File: src/rtl/prog_sequencer_pkg.sv
// Shared definitions for the program sequencer: run-state encoding and
// default parameter values used by the sequencer and its jump table.
package seq_pkg;

    localparam int D_DEF        = 12;
    localparam int LUT_N_DEF    = 8;
    localparam int REL_W_DEF    = 6;
    localparam int END_ADDR_DEF = 128;
    localparam int CW_DEF       = 16;

    typedef enum logic [1:0] {
        IDLE = 2'd0,
        RUN  = 2'd1,
        DONE = 2'd2
    } seq_state_e;

    // Plain-vector forms of the states for legacy tools that dislike enum regs.
    localparam logic [1:0] ST_IDLE = IDLE;
    localparam logic [1:0] ST_RUN  = RUN;
    localparam logic [1:0] ST_DONE = DONE;

endpackage

File: src/rtl/prog_sequencer_if.sv
// Run handshake, decoder controls, jump-table write port and status outputs
// of the program sequencer, bundled for the processor top level.
interface prog_sequencer_if #(
    parameter int D     = 12,
    parameter int LW    = 3,
    parameter int REL_W = 6,
    parameter int CW    = 16
);
    logic                    req;
    logic                    done;
    logic                    busy;
    logic                    stall;
    logic                    halt;
    logic                    abs_br;
    logic                    rel_br;
    logic [LW-1:0]           br_idx;
    logic signed [REL_W-1:0] rel_off;
    logic                    lut_we;
    logic [LW-1:0]           lut_widx;
    logic [D-1:0]            lut_wdata;
    logic [D-1:0]            prog_ctr;
    logic [CW-1:0]           cycle_cnt;

    modport master (
        output req, stall, halt, abs_br, rel_br, br_idx, rel_off,
               lut_we, lut_widx, lut_wdata,
        input  done, busy, prog_ctr, cycle_cnt
    );

    modport slave (
        input  req, stall, halt, abs_br, rel_br, br_idx, rel_off,
               lut_we, lut_widx, lut_wdata,
        output done, busy, prog_ctr, cycle_cnt
    );
endinterface

File: src/rtl/prog_sequencer_jump_lut.sv
// Writable jump-target table: one synchronous write port and one
// combinational read port, so a same-cycle write is not seen by the read.
module jump_lut #(
    parameter  int LUT_N = 8,
    parameter  int D     = 12,
    localparam int LW    = $clog2(LUT_N)
) (
    input  logic          clk,
    input  logic          reset,
    input  logic          we_i,
    input  logic [LW-1:0] widx_i,
    input  logic [D-1:0]  wdata_i,
    input  logic [LW-1:0] ridx_i,
    output logic [D-1:0]  rdata_o
);

    logic [D-1:0] mem_q [LUT_N];

    always_ff @(posedge clk or posedge reset) begin
        if (reset) begin
            for (int i = 0; i < LUT_N; i++) begin
                mem_q[i] <= '0;
            end
        end else if (we_i) begin
            mem_q[widx_i] <= wdata_i;
        end
    end

    assign rdata_o = mem_q[ridx_i];

endmodule

File: src/rtl/prog_sequencer.sv
// Program sequencer: run FSM (IDLE/RUN/DONE), program counter with
// halt/stall/absolute/relative control, and a saturating run-cycle counter.
module prog_sequencer
    import seq_pkg::*;
#(
    parameter int D        = D_DEF,
    parameter int LUT_N    = LUT_N_DEF,
    parameter int REL_W    = REL_W_DEF,
    parameter int END_ADDR = END_ADDR_DEF,
    parameter int CW       = CW_DEF
) (
    input  logic             clk,
    input  logic             reset,
    prog_sequencer_if.slave  bus
);

    // Compared at 32 bits so an END_ADDR outside the PC range never matches.
    localparam logic [31:0] END_U = 32'(END_ADDR);

    logic [1:0]              state_q, state_d;
    logic [D-1:0]            pc_q, pc_d;
    logic [CW-1:0]           cnt_q, cnt_d;
    logic [D-1:0]            lut_rdata;
    logic [D-1:0]            pc_run;
    logic signed [REL_W-1:0] rel_off;
    logic signed [D-1:0]     off_ext;

    function automatic logic [CW-1:0] sat_inc(input logic [CW-1:0] v);
        return (&v) ? v : v + 1'b1;
    endfunction

    jump_lut #(.LUT_N(LUT_N), .D(D)) u_lut (
        .clk     (clk),
        .reset   (reset),
        .we_i    (bus.lut_we),
        .widx_i  (bus.lut_widx),
        .wdata_i (bus.lut_wdata),
        .ridx_i  (bus.br_idx),
        .rdata_o (lut_rdata)
    );

    assign rel_off = bus.rel_off;
    assign off_ext = D'(rel_off);

    always_comb begin
        if (bus.stall) begin
            pc_run = pc_q;
        end else if (bus.abs_br) begin
            pc_run = lut_rdata;
        end else if (bus.rel_br) begin
            pc_run = pc_q + off_ext;
        end else begin
            pc_run = pc_q + 1'b1;
        end
    end

    always_comb begin
        state_d = state_q;
        pc_d    = pc_q;
        cnt_d   = cnt_q;
        case (state_q)
            ST_IDLE: begin
                pc_d = '0;
                if (bus.req) begin
                    state_d = ST_RUN;
                    cnt_d   = '0;
                end
            end
            ST_RUN: begin
                cnt_d = sat_inc(cnt_q);
                if (bus.halt) begin
                    state_d = ST_DONE;
                end else begin
                    pc_d = pc_run;
                    if (32'(pc_run) == END_U) begin
                        state_d = ST_DONE;
                    end
                end
            end
            ST_DONE: begin
                if (!bus.req) begin
                    state_d = ST_IDLE;
                    pc_d    = '0;
                end
            end
            default: begin
                state_d = ST_IDLE;
                pc_d    = '0;
            end
        endcase
    end

    always_ff @(posedge clk or posedge reset) begin
        if (reset) begin
            state_q <= ST_IDLE;
            pc_q    <= '0;
            cnt_q   <= '0;
        end else begin
            state_q <= state_d;
            pc_q    <= pc_d;
            cnt_q   <= cnt_d;
        end
    end

    assign bus.busy      = (state_q == ST_RUN);
    assign bus.done      = (state_q == ST_DONE);
    assign bus.prog_ctr  = pc_q;
    assign bus.cycle_cnt = cnt_q;

endmodule

File: src/flat_wrapper.sv
// flat-port wrapper written by rule: the top's interface ports become plain ports
module prog_sequencer_flat import seq_pkg::*;
#(
    parameter int D        = D_DEF,
    parameter int LUT_N    = LUT_N_DEF,
    parameter int REL_W    = REL_W_DEF,
    parameter int END_ADDR = END_ADDR_DEF,
    parameter int CW       = CW_DEF
)
  (clk, reset, bus_req, bus_stall, bus_halt, bus_abs_br, bus_rel_br, bus_br_idx, bus_rel_off, bus_lut_we, bus_lut_widx, bus_lut_wdata, bus_done, bus_busy, bus_prog_ctr, bus_cycle_cnt);
  prog_sequencer_if #(.D(D), .LW(3), .REL_W(REL_W), .CW(CW)) bus_i ();
  input  logic clk;
  input  logic reset;
  input wire logic [$bits(bus_i.req)-1:0] bus_req;
  input wire logic [$bits(bus_i.stall)-1:0] bus_stall;
  input wire logic [$bits(bus_i.halt)-1:0] bus_halt;
  input wire logic [$bits(bus_i.abs_br)-1:0] bus_abs_br;
  input wire logic [$bits(bus_i.rel_br)-1:0] bus_rel_br;
  input wire logic [$bits(bus_i.br_idx)-1:0] bus_br_idx;
  input wire logic [$bits(bus_i.rel_off)-1:0] bus_rel_off;
  input wire logic [$bits(bus_i.lut_we)-1:0] bus_lut_we;
  input wire logic [$bits(bus_i.lut_widx)-1:0] bus_lut_widx;
  input wire logic [$bits(bus_i.lut_wdata)-1:0] bus_lut_wdata;
  output wire logic [$bits(bus_i.done)-1:0] bus_done;
  output wire logic [$bits(bus_i.busy)-1:0] bus_busy;
  output wire logic [$bits(bus_i.prog_ctr)-1:0] bus_prog_ctr;
  output wire logic [$bits(bus_i.cycle_cnt)-1:0] bus_cycle_cnt;
  assign bus_i.req = bus_req;
  assign bus_i.stall = bus_stall;
  assign bus_i.halt = bus_halt;
  assign bus_i.abs_br = bus_abs_br;
  assign bus_i.rel_br = bus_rel_br;
  assign bus_i.br_idx = bus_br_idx;
  assign bus_i.rel_off = bus_rel_off;
  assign bus_i.lut_we = bus_lut_we;
  assign bus_i.lut_widx = bus_lut_widx;
  assign bus_i.lut_wdata = bus_lut_wdata;
  assign bus_done = bus_i.done;
  assign bus_busy = bus_i.busy;
  assign bus_prog_ctr = bus_i.prog_ctr;
  assign bus_cycle_cnt = bus_i.cycle_cnt;
  prog_sequencer #(.D(D), .LUT_N(LUT_N), .REL_W(REL_W), .END_ADDR(END_ADDR), .CW(CW)) u_core (.clk(clk), .reset(reset), .bus(bus_i));
endmodule
File: config.mk
export PLATFORM = sky130hd
export DESIGN_NAME = prog_sequencer_flat
export DESIGN_NICKNAME = d
export VERILOG_FILES = /design/src/rtl/prog_sequencer_pkg.sv /design/src/rtl/prog_sequencer_if.sv /design/src/rtl/prog_sequencer_jump_lut.sv /design/src/rtl/prog_sequencer.sv /design/src/flat_wrapper.sv
export SDC_FILE = /design/constraint.sdc
export NUM_CORES = 1
export LEC_CHECK = 0
export CORE_MARGIN = 2
export CORE_UTILIZATION = 54
export CTS_CLUSTER_DIAMETER = 60
export DETAILED_ROUTE_END_ITERATION = 8
export HOLD_SLACK_MARGIN = 0.06
export PLACE_DENSITY = 0.76
export SLEW_MARGIN = 5
export SYNTH_ARGS = -nofsm -noshare
export SYNTH_HDL_FRONTEND = slang
export SYNTH_SLANG_ARGS = --single-unit
File: constraint.sdc
create_clock -name clk -period 4.95 [get_ports clk]
set_input_delay 0.495 -clock clk [delete_from_list [all_inputs] [get_ports clk]]
set_output_delay 0.495 -clock clk [all_outputs]
set_load 0.02 [all_outputs]
==> impl_metrics.csv, run 1 <==
group,metric,value,unit
placement,gp_congestion,0.978,
worst_setup_path,rr_startpoint,"u_core.bus.prog_ctr[0]",
routing,wl_per_cell,20.8,microns
worst_setup_path,rr_endpoint,"u_core.state_q[0]",
power_and_ir_drop,p_per_area,424,mW/mm^2
worst_setup_path,crit_chain,"clkdlybuf4s50_1 -> nand2b_1 -> ha_1 -> inv_1 -> fa_1 -> nand2b_1 -> a211oi_1 -> o21ai_1 -> a211oi_1 -> o21ai_0 -> o211ai_1 -> nand4_1 -> a21o_1",
worst_setup_path,path_delay_family,"compound AO/OA/AOI/OAI gates",
routing,drtIter0Drc,439,
worst_setup_path,worstRegToRegCells,11,
sta,relSlewSlack,35.0,%
sta,rsz0062_at_grt,"false",
grt,grt_max_degree,53,
synth,synth_seq_cells,126,
clocking,cts_tree,"yes",
final_layout,nNetsFinal,651,
sta,fmax,297,MHz
placement,io_buffers,61,
floorplanning,rows,40,
floorplanning,dieArea,0.0131,sq mm
final_layout,drive_gt1_share,27.0,%
floorplanning,fp.coreArea,0.0120,sq mm
worst_setup_path,critPathBufInv,2,
clocking,clock-sinks,126,
final_layout,fin_util,65.8,%
synth,ys_types,60,
clocking,hold_buffers,0,
sta,fin_crit_sh,67.9,%
sta,fin_crit,3.36,ns
floorplanning,die_x,114,microns
job,cap_violations,0,
routing,num_vias,4789,
floorplanning,die_h,114,microns
synth,yosysWarnings,0,
sta,finalWorstSetupSlack,1.59,ns
clocking,clk_pin_slew_worst_paths,0.06,ns
synth,synthAdderAreaFrac,1.64,%
clocking,htree_levels,4,
synth,synth-async-reset-ratio,100,%
clocking,cts_resized,0,
floorplanning,start_util,54.9,%
synth,synth_nets,589,
clocking,insertion_delay,0.42,ns
worst_setup_path,path_class,"in2reg",
routing,wl,16000,microns
worst_setup_path,cpPeakStageDelay,0.54,ns
sta,hold_viol,0,
grt,track_usage,26.2,%
worst_setup_path,crit_fanout,8,
synth,synthMuxAreaShare,24.6,%
grt,grt_pass1_vias,4883,
floorplanning,ios,62,
synth,synth-compound-area-share,9.32,%
clocking,numCtsBuffers,17,
final_layout,fillers,889,
synth,syn_area,0.00656,sq mm
placement,post-dp-hpwl,10600,microns
worst_setup_path,critPathRequiredTime,5.26,ns
clocking,postCtsSetupBuffers,0,
synth,synth_top_flop_cell,"dfrtp_1",
routing,vias_per_cell,6.22,
worst_setup_path,rrSetupSlack,1.86,ns
synth,synth_enable_flop_cells,0,
synth,synth-xor-area-share,2.00,%
synth,avgSynthCellArea,12.0,sq um
clocking,cts_root_buffer,"clkbuf_16",
worst_setup_path,cp_slowest_cell,"a211oi_1",
grt,antenna_found_initial,0,
synth,yosys.area_share.simple,11.3,%
routing,ant_nets,0,
sta,worst_clock_skew,0.00741,ns
final_layout,area_growth,19.9,%
grt,grt-ovfl-total,0,
sta,slew_viol_final,0,
min_path,hold_path_class,"in2async",
placement,dp_worst_setup_slack,1.26,ns
sta,setup_viol,0,
power_and_ir_drop,vdd.ir_drop.worst,0.295,mV
synth,synth_top_family_by_area,"multiplexers",
status,status,"completed",
grt,grt_pass1_wl,25800,microns
worst_setup_path,end_kind,"flip-flop",
routing,firstDrtPassIters,5,
worst_setup_path,crit_arrival,3.67,ns
worst_setup_path,start_kind,"primary input",
final_layout,antenna_cells_inserted,0,
routing,drcViolationCount,0,
sta,fin_setup_tns,0,ns
synth,seq_area_frac_synth,48.0,%
clocking,clockBufferDepth,2,
synth,syn_inst,549,
sta,worst_slew_pin_slew,0.970,ns
power_and_ir_drop,power.leakage,3.28,nW
==> Yosys cell counts (9+ instances only) <==
cell type	n	area share (%)
a211oi_1	12	1.4
a21oi_1	9	0.69
clkbuf_1	12	0.69
dfrtp_1	126	48
inv_1	14	0.80
mux2_2	101	17
mux4_2	16	5.5
nand2_1	26	1.5
nand2b_1	9	0.86
nor2_1	32	1.8
nor2b_1	9	0.86
nor3_1	16	1.2
o21ai_0	16	1.2
xnor2_1	9	1.2
==> cells in the final DEF (no fill, tap or decap), types with 8 or more instances in the layout <==
cell               n
a21oi_1            9
clkdlybuf4s50_1   61
mux2i_1            8
dfrtp_1          126
buf_4             10
nand2b_1           9
clkbuf_16         17
nor3_1            14
mux4_2            16
nor2b_1            9
inv_1             13
a22o_1             8
nand2_1           26
o21ai_0           16
a211oi_1          12
xnor2_1            9
mux2_2           101
nor2_1            32
nand3_1            8
==> through the flow <==
| stage | instances | power [mW] | hold slack (ns) | instance area, sq um |
|---|---|---|---|---|
| after floorplan | 549 | 1.89 | 0.471 | 6560 |
| after global placement | 739 | 2.12 | 0.481 | 7310 |
| after detailed placement | 739 | 2.15 | 0.488 | 7310 |
| after CTS | 770 | 3.35 | 0.433 | 7870 |
| after global routing | 770 | 3.49 | 0.459 | 7870 |
| final | 770 | 3.33 | 0.422 | 7870 |
==> cells by family after synthesis <==
group | count (synthesis)
simple gates | 142
mux | 128
flops | 126
compound gates | 86
buf+inv | 44
xor+xnor | 15
fa+ha+maj | 8
==> layer usage <==
metal	part of all wire (%)	vias up	global-route usage, %
li1	-	2164	-
met1	44	2456	33.7
met5	0	-	0
met2	50	140	43.0
met4	2.3	0	11.5
met3	4.3	29	5.40
==> registers in the layout, indices dropped and copies added, names as in the netlist <==
register              count
u_core.u_lut.mem_q       96
u_core.bus.cycle_cnt     16
u_core.bus.prog_ctr      12
u_core.state_q            2
==> where the power goes <==
group	switching, mW	internal (mW)
logic	0.371	0.400
clock network	0.426	0.758
registers	0.140	1.24
total	0.937	2.40
==> worst max-delay path by stage <==
| stage | endpoint | start | cells past startpoint |
|---|---|---|---|
| after floorplan | u_core.bus.cycle_cnt[0] | reset | 1 |
| after global placement | u_core.state_q[0] | bus_rel_br | 13 |
| after detailed placement | u_core.state_q[0] | bus_rel_br | 13 |
| after CTS | u_core.state_q[0] | bus_rel_br | 13 |
| after global routing | u_core.state_q[0] | bus_rel_br | 13 |
| final | u_core.state_q[0] | bus_rel_br | 13 |
==> final cells by class <==
| class | instances | area, sq um | area share, % |
|---|---|---|---|
| inverters | 16 | 62.6 | 0.795 |
| clock buffers | 23 | 468 | 5.95 |
| multi-input cells | 379 | 3230 | 41.0 |
| repair buffers | 71 | 686 | 8.71 |
| well taps | 147 | 184 | 2.34 |
| flip-flops and latches | 126 | 3150 | 40.1 |
| clock inverters | 8 | 90.1 | 1.14 |
==> worst reg2reg max path: stages (launching register included) <==
cell	delay (ns)
dfrtp_1	0.43
ha_1	0.22
inv_1	0.06
fa_1	0.37
nand2b_1	0.19
a211oi_1	0.54
o21ai_1	0.20
a211oi_1	0.26
o21ai_0	0.16
o211ai_1	0.16
nand4_1	0.18
a21o_1	0.21
Note: power is estimated with default switching activity, not from simulation.
==> run 2: changes to the inputs <==
--- a/config.mk
+++ b/config.mk
@@ -6,7 +6,7 @@
 export NUM_CORES = 1
 export LEC_CHECK = 0
 export CORE_MARGIN = 2
-export CORE_UTILIZATION = 54
+export CORE_UTILIZATION = 52
 export CTS_CLUSTER_DIAMETER = 60
 export DETAILED_ROUTE_END_ITERATION = 8
 export HOLD_SLACK_MARGIN = 0.06
==> constraint.sdc (replaced) <==
create_clock -name clk -period 3 [get_ports clk]
set_input_delay 0.3 -clock clk [delete_from_list [all_inputs] [get_ports clk]]
set_output_delay 0.3 -clock clk [all_outputs]
set_load 0.02 [all_outputs]
==> run 2 against run 1 <==
Count of clock-buffer cells in the layout fell by 4. Wire length grew 4.0%. Setup slack got worse by 1.5 ns. Largest power group unchanged.
==> impl_metrics.csv, run 2 (synthesis results as in run 1) <==
group,metric,value,unit
sta,setup_viol,0,
placement,dp_worst_setup_slack,-0.352,ns
routing,firstDrtPassIters,4,
clocking,htree_levels,4,
final_layout,antenna_cells_inserted,0,
routing,wl,16700,microns
clocking,cts_tree,"yes",
routing,vias_per_cell,5.90,
final_layout,top_register,"u_core.u_lut.mem_q",
sta,relSlewSlack,42.3,%
final_layout,fillers,933,
clocking,clockBufferDepth,2,
clocking,clk_pin_slew_worst_paths,0.06,ns
final_layout,area_growth,26.5,%
clocking,cts_root_buffer,"clkbuf_16",
grt,track_usage,26.1,%
clocking,hold_buffers,0,
sta,worst_slew_pin_slew,0.863,ns
grt,grt_pass1_wl,26500,microns
floorplanning,rows,41,
status,status,"completed",
clocking,clock-sinks,126,
placement,post-dp-hpwl,11800,microns
job,cap_violations,0,
final_layout,nNetsFinal,693,
sta,fin_crit_sh,96.0,%
floorplanning,dieArea,0.0135,sq mm
floorplanning,die_x,116,microns
worst_setup_path,critPathRequiredTime,3.30,ns
floorplanning,ios,62,
clocking,numCtsBuffers,17,
worst_setup_path,crit_fanout,4,
worst_setup_path,start_kind,"primary input",
floorplanning,die_h,116,microns
power_and_ir_drop,total_power,5.64,mW
final_layout,largest_reg_flops,96,
placement,gp_congestion,0.971,
power_and_ir_drop,vdd.ir_drop.worst,0.511,mV
placement,io_buffers,61,
routing,num_vias,4947,
routing,wl_per_cell,19.9,microns
grt,antenna_found_initial,0,
routing,ant_nets,0,
sta,fmax,347,MHz
floorplanning,start_util,52.6,%
sta,slew_viol_final,0,
worst_setup_path,end_kind,"flip-flop",
routing,drtIter0Drc,341,
sta,worst_clock_skew,0.00614,ns
min_path,hold_path_class,"in2async",
floorplanning,fp.coreArea,0.0125,sq mm
final_layout,layout_common_cells,"dfrtp_1, mux2_2, clkdlybuf4s50_1, buf_4, nor2_1",
power_and_ir_drop,power.leakage,3.48,nW
worst_setup_path,crit_arrival,3.18,ns
final_layout,drive_gt1_share,32.7,%
grt,grt_max_degree,56,
grt,grt-ovfl-total,0,
sta,hold_viol,0,
sta,finalWorstSetupSlack,0.120,ns
sta,rsz0062_at_grt,"false",
clocking,insertion_delay,0.42,ns
power_and_ir_drop,p_per_area,679,mW/mm^2
sta,fin_crit,2.88,ns
worst_setup_path,path_class,"in2reg",
routing,drcViolationCount,0,
grt,grt_pass1_vias,5050,
final_layout,layout_commonest_cell,"dfrtp_1",
## run 2: final timing paths
kind | start | to | slack, ns | cells past startpoint
max | bus_rel_br | u_core.state_q[0] | 0.12 | 14
min in group clk | u_core.u_lut.mem_q[67] | u_core.u_lut.mem_q[67] | 0.50 | 1
max reg2reg | u_core.bus.prog_ctr[0] | u_core.state_q[0] | 0.15 | 12
max in group asynchronous | reset | u_core.u_lut.mem_q[47] | 1.81 | 3
min | reset | u_core.bus.prog_ctr[10] | 0.38 | 2
min reg2reg | u_core.u_lut.mem_q[67] | u_core.u_lut.mem_q[67] | 0.50 | 1
## run 2: what timing repair did
item | CTS | global route
setup endpoints to repair | 0 | 1
resized for setup | 0 | 4
endpoints found under the hold margin | 0 | 0
setup buffers | 0 | 0
## run 2: report_power, final
part | internal, mW | leakage [nW] | switching, mW
Clock | 1.24 | 0.268 | 0.774
Sequential | 2.04 | 1.56 | 0.214
Combinational | 0.718 | 1.65 | 0.648
## run 2: metrics by stage
step / setup TNS [ns] / area, sq um / cells / util (%) / hold slack, ns
after CTS: 0 / 8280 / 838 / 66.4 / 0.422
after detailed placement: -0.609 / 7700 / 806 / 61.7 / 0.490
after global routing: 0 / 8300 / 838 / 66.6 / 0.455
final: 0 / 8300 / 838 / 66.6 / 0.383
after floorplan: 0 / 6570 / 549 / - / 0.450
after global placement: -0.268 / 7700 / 806 / 61.7 / 0.481
## run 2: worst max-delay path, cell delays in order
cell and delay (ns):
clkdlybuf4s50_1 0.46, nand2b_1 0.12, ha_1 0.18, inv_1 0.06, fa_1 0.37, nand2b_1 0.20
buf_4 0.15, a21oi_1 0.17, xnor2_1 0.10, a211oi_2 0.25, a21oi_1 0.12, nor4_2 0.31
nand4_1 0.18, a21o_1 0.22
## run 2: routing by layer
metal	track usage [%]	wire, microns
met1	33.2	7210
met2	43.2	8250
met3	5.40	730
met5	0	0
met4	12.1	470
## run 2: area by class of cell
class,instances,area (sq um),area share (%)
multi-input cells,379,3250,39.1
flip-flops and latches,126,3150,38.0
well taps,172,215,2.59
repair buffers,113,1040,12.5
inverters,16,63.8,0.769
clock inverters,13,141,1.70
clock buffers,19,443,5.33
==> run 3: changes to the inputs <==
--- a/config.mk
+++ b/config.mk
@@ -5,7 +5,6 @@
 export SDC_FILE = /design/constraint.sdc
 export NUM_CORES = 1
 export LEC_CHECK = 0
-export CORE_MARGIN = 2
 export CORE_UTILIZATION = 52
 export CTS_CLUSTER_DIAMETER = 60
 export DETAILED_ROUTE_END_ITERATION = 8
==> run 3 against run 2 <==
Wire length decreased by 2.3%. Global-route usage increased by 0.92 points. Critical path type unchanged. Via count increased by 0.69%. Setup slack improved by 0.021 ns. Sequential cell count unchanged.
==> impl_metrics.csv, run 3 (synthesis results as in run 1) <==
group,metric,value,unit
status,status,"completed",
clocking,cts_resized,0,
clocking,insertion_delay,0.42,ns
grt,grt_pass1_vias,5129,
routing,firstDrtPassIters,5,
final_layout,multi_input_area,0.00325,sq mm
worst_setup_path,startpoint,"bus_rel_br",
worst_setup_path,rr_endpoint,"u_core.state_q[0]",
routing,drcViolationCount,0,
final_layout,largest_reg_flops,96,
grt,grt-ovfl-total,0,
routing,wl,16300,microns
routing,drtIter0Drc,436,
grt,top_usage_layer,"met2",
final_layout,antenna_cells_inserted,0,
final_layout,layout_commonest_cell,"dfrtp_1",
sta,worst_clock_skew,0.00734,ns
final_layout,top_register,"u_core.u_lut.mem_q",
power_and_ir_drop,power.leakage,3.48,nW
worst_setup_path,rr_startpoint,"u_core.bus.prog_ctr[0]",
grt,grt_max_degree,39,
worst_setup_path,critPathRequiredTime,3.30,ns
clocking,clockBufferDepth,2,
job,cap_violations,0,
routing,ant_nets,0,
worst_setup_path,cp.depth,12,
placement,postPlaceCellArea,0.00764,sq mm
sta,fin_setup_tns,0,ns
clocking,cts_tree,"yes",
grt,grt_pass1_wl,26400,microns
sta,relSlewSlack,54.2,%
floorplanning,die_x,114,microns
sta,fmax,350,MHz
clocking,clock-sinks,126,
sta,hold_viol,0,
sta,slew_viol_final,0,
sta,hold-worst-slack,0.345,ns
placement,dp_worst_setup_slack,-0.206,ns
worst_setup_path,start_kind,"primary input",
final_layout,fin_util,68.2,%
min_path,hold_path_class,"in2async",
power_and_ir_drop,total_power,5.79,mW
sta,fin_crit_sh,95.3,%
placement,placed_cells,794,
sta,worst_slew_pin_slew,0.686,ns
clocking,hold_buffers,0,
grt,antenna_found_initial,0,
worst_setup_path,rrSetupSlack,0.18,ns
placement,gp_congestion,0.956,
worst_setup_path,path_delay_family,"simple AND/OR/NAND/NOR gates",
final_layout,fillers,899,
grt,track_usage,27.0,%
floorplanning,fp.coreArea,0.0122,sq mm
sta,setup_viol,0,
worst_setup_path,critPathBufInv,2,
final_layout,nNetsFinal,685,
worst_setup_path,crit_fanout,6,
worst_setup_path,critPathMostFrequentCell,"nand4_1",
clocking,numCtsBuffers,17,
floorplanning,dieArea,0.0131,sq mm
worst_setup_path,cp_slowest_cell,"clkdlybuf4s50_1",
worst_setup_path,end_kind,"flip-flop",
grt,grt.met1_usage,34.6,%
grt,grt.met2_usage,43.9,%
worst_setup_path,crit_arrival,3.16,ns
routing,vias_per_cell,6.04,
worst_setup_path,cpPeakStageDelay,0.45,ns
final_layout,fin_area,0.00829,sq mm
power_and_ir_drop,vdd.ir_drop.worst,0.677,mV
routing,wl_per_cell,19.7,microns
worst_setup_path,crit_chain,"clkdlybuf4s50_1 -> buf_4 -> and2_1 -> ha_1 -> a211oi_1 -> nor3b_1 -> and3_1 -> o21ai_0 -> nand4_1 -> nor4_2 -> nand4_1 -> a21o_1",
placement,post-dp-hpwl,11200,microns
placement,io_buffers,61,
worst_setup_path,cp-endpoint,"u_core.state_q[0]",
worst_setup_path,path_class,"in2reg",
clocking,cts_root_buffer,"clkbuf_16",
floorplanning,die_h,114,microns
final_layout,layout.cells.non_filler,825,
grt,use_met3,7.20,%
sta,fin_crit,2.86,ns
final_layout,layout_common_cells,"dfrtp_1, mux2_2, clkdlybuf4s50_1, buf_4, nor2_1",
final_layout,area_growth,26.3,%
worst_setup_path,worstRegToRegCells,10,
clocking,postCtsSetupBuffers,0,
routing,num_vias,4981,
floorplanning,ios,62,
power_and_ir_drop,p_per_area,698,mW/mm^2
final_layout,regArea,0.00315,sq mm
final_layout,drive_gt1_share,31.5,%
floorplanning,rows,40,
clocking,clk_pin_slew_worst_paths,0.06,ns
floorplanning,start_util,54.0,%
sta,finalWorstSetupSlack,0.142,ns
clocking,htree_levels,4,
-- run 3: worst min-delay path by stage --
stage / startpoint / to / slack, ns / cells after the start
after global routing: reset / u_core.u_lut.mem_q[86] / 0.40 / 2
final: reset / u_core.u_lut.mem_q[86] / 0.34 / 2
after detailed placement: u_core.u_lut.mem_q[76] / u_core.u_lut.mem_q[76] / 0.49 / 1
after global placement: u_core.u_lut.mem_q[49] / u_core.u_lut.mem_q[49] / 0.48 / 1
after floorplan: bus_lut_wdata[10] / u_core.u_lut.mem_q[10] / 0.45 / 1
after CTS: reset / u_core.u_lut.mem_q[86] / 0.36 / 2
-- run 3: final cells by class --
class	count	area share [%]
clock buffers	22	5.60
multi-input cells	379	39.2
well taps	168	2.54
repair buffers	105	12.0
inverters	16	0.770
clock inverters	9	1.92
flip-flops and latches	126	38.0
-- run 3: report_power, final --
| part | internal (mW) | switching, mW | total, mW |
|---|---|---|---|
| Sequential | 2.04 | 0.225 | 2.27 |
| Combinational | 0.712 | 0.630 | 1.34 |
| Clock | 1.43 | 0.746 | 2.18 |
| Total | 4.19 | 1.60 | 5.79 |
-- run 3: worst reg2reg max path, delay by kind of cell, from the launching register on --
| kind | cells | cell delay [ns] |
|---|---|---|
| AND/OR/NAND/NOR | 4 | 1.09 |
| AO/OA/AOI/OAI | 3 | 0.60 |
| adder cells (fa/ha/maj) | 2 | 0.56 |
| flip-flops | 1 | 0.41 |
| buffers and inverters | 1 | 0.05 |
-- run 3: per-layer routing --
layer	up-vias	share of wire (%)	routed length (microns)
li1	2236	-	-
met1	2526	43	7020
met2	178	49	7950
met3	41	5.3	861
met4	0	2.8	450
met5	-	0	0
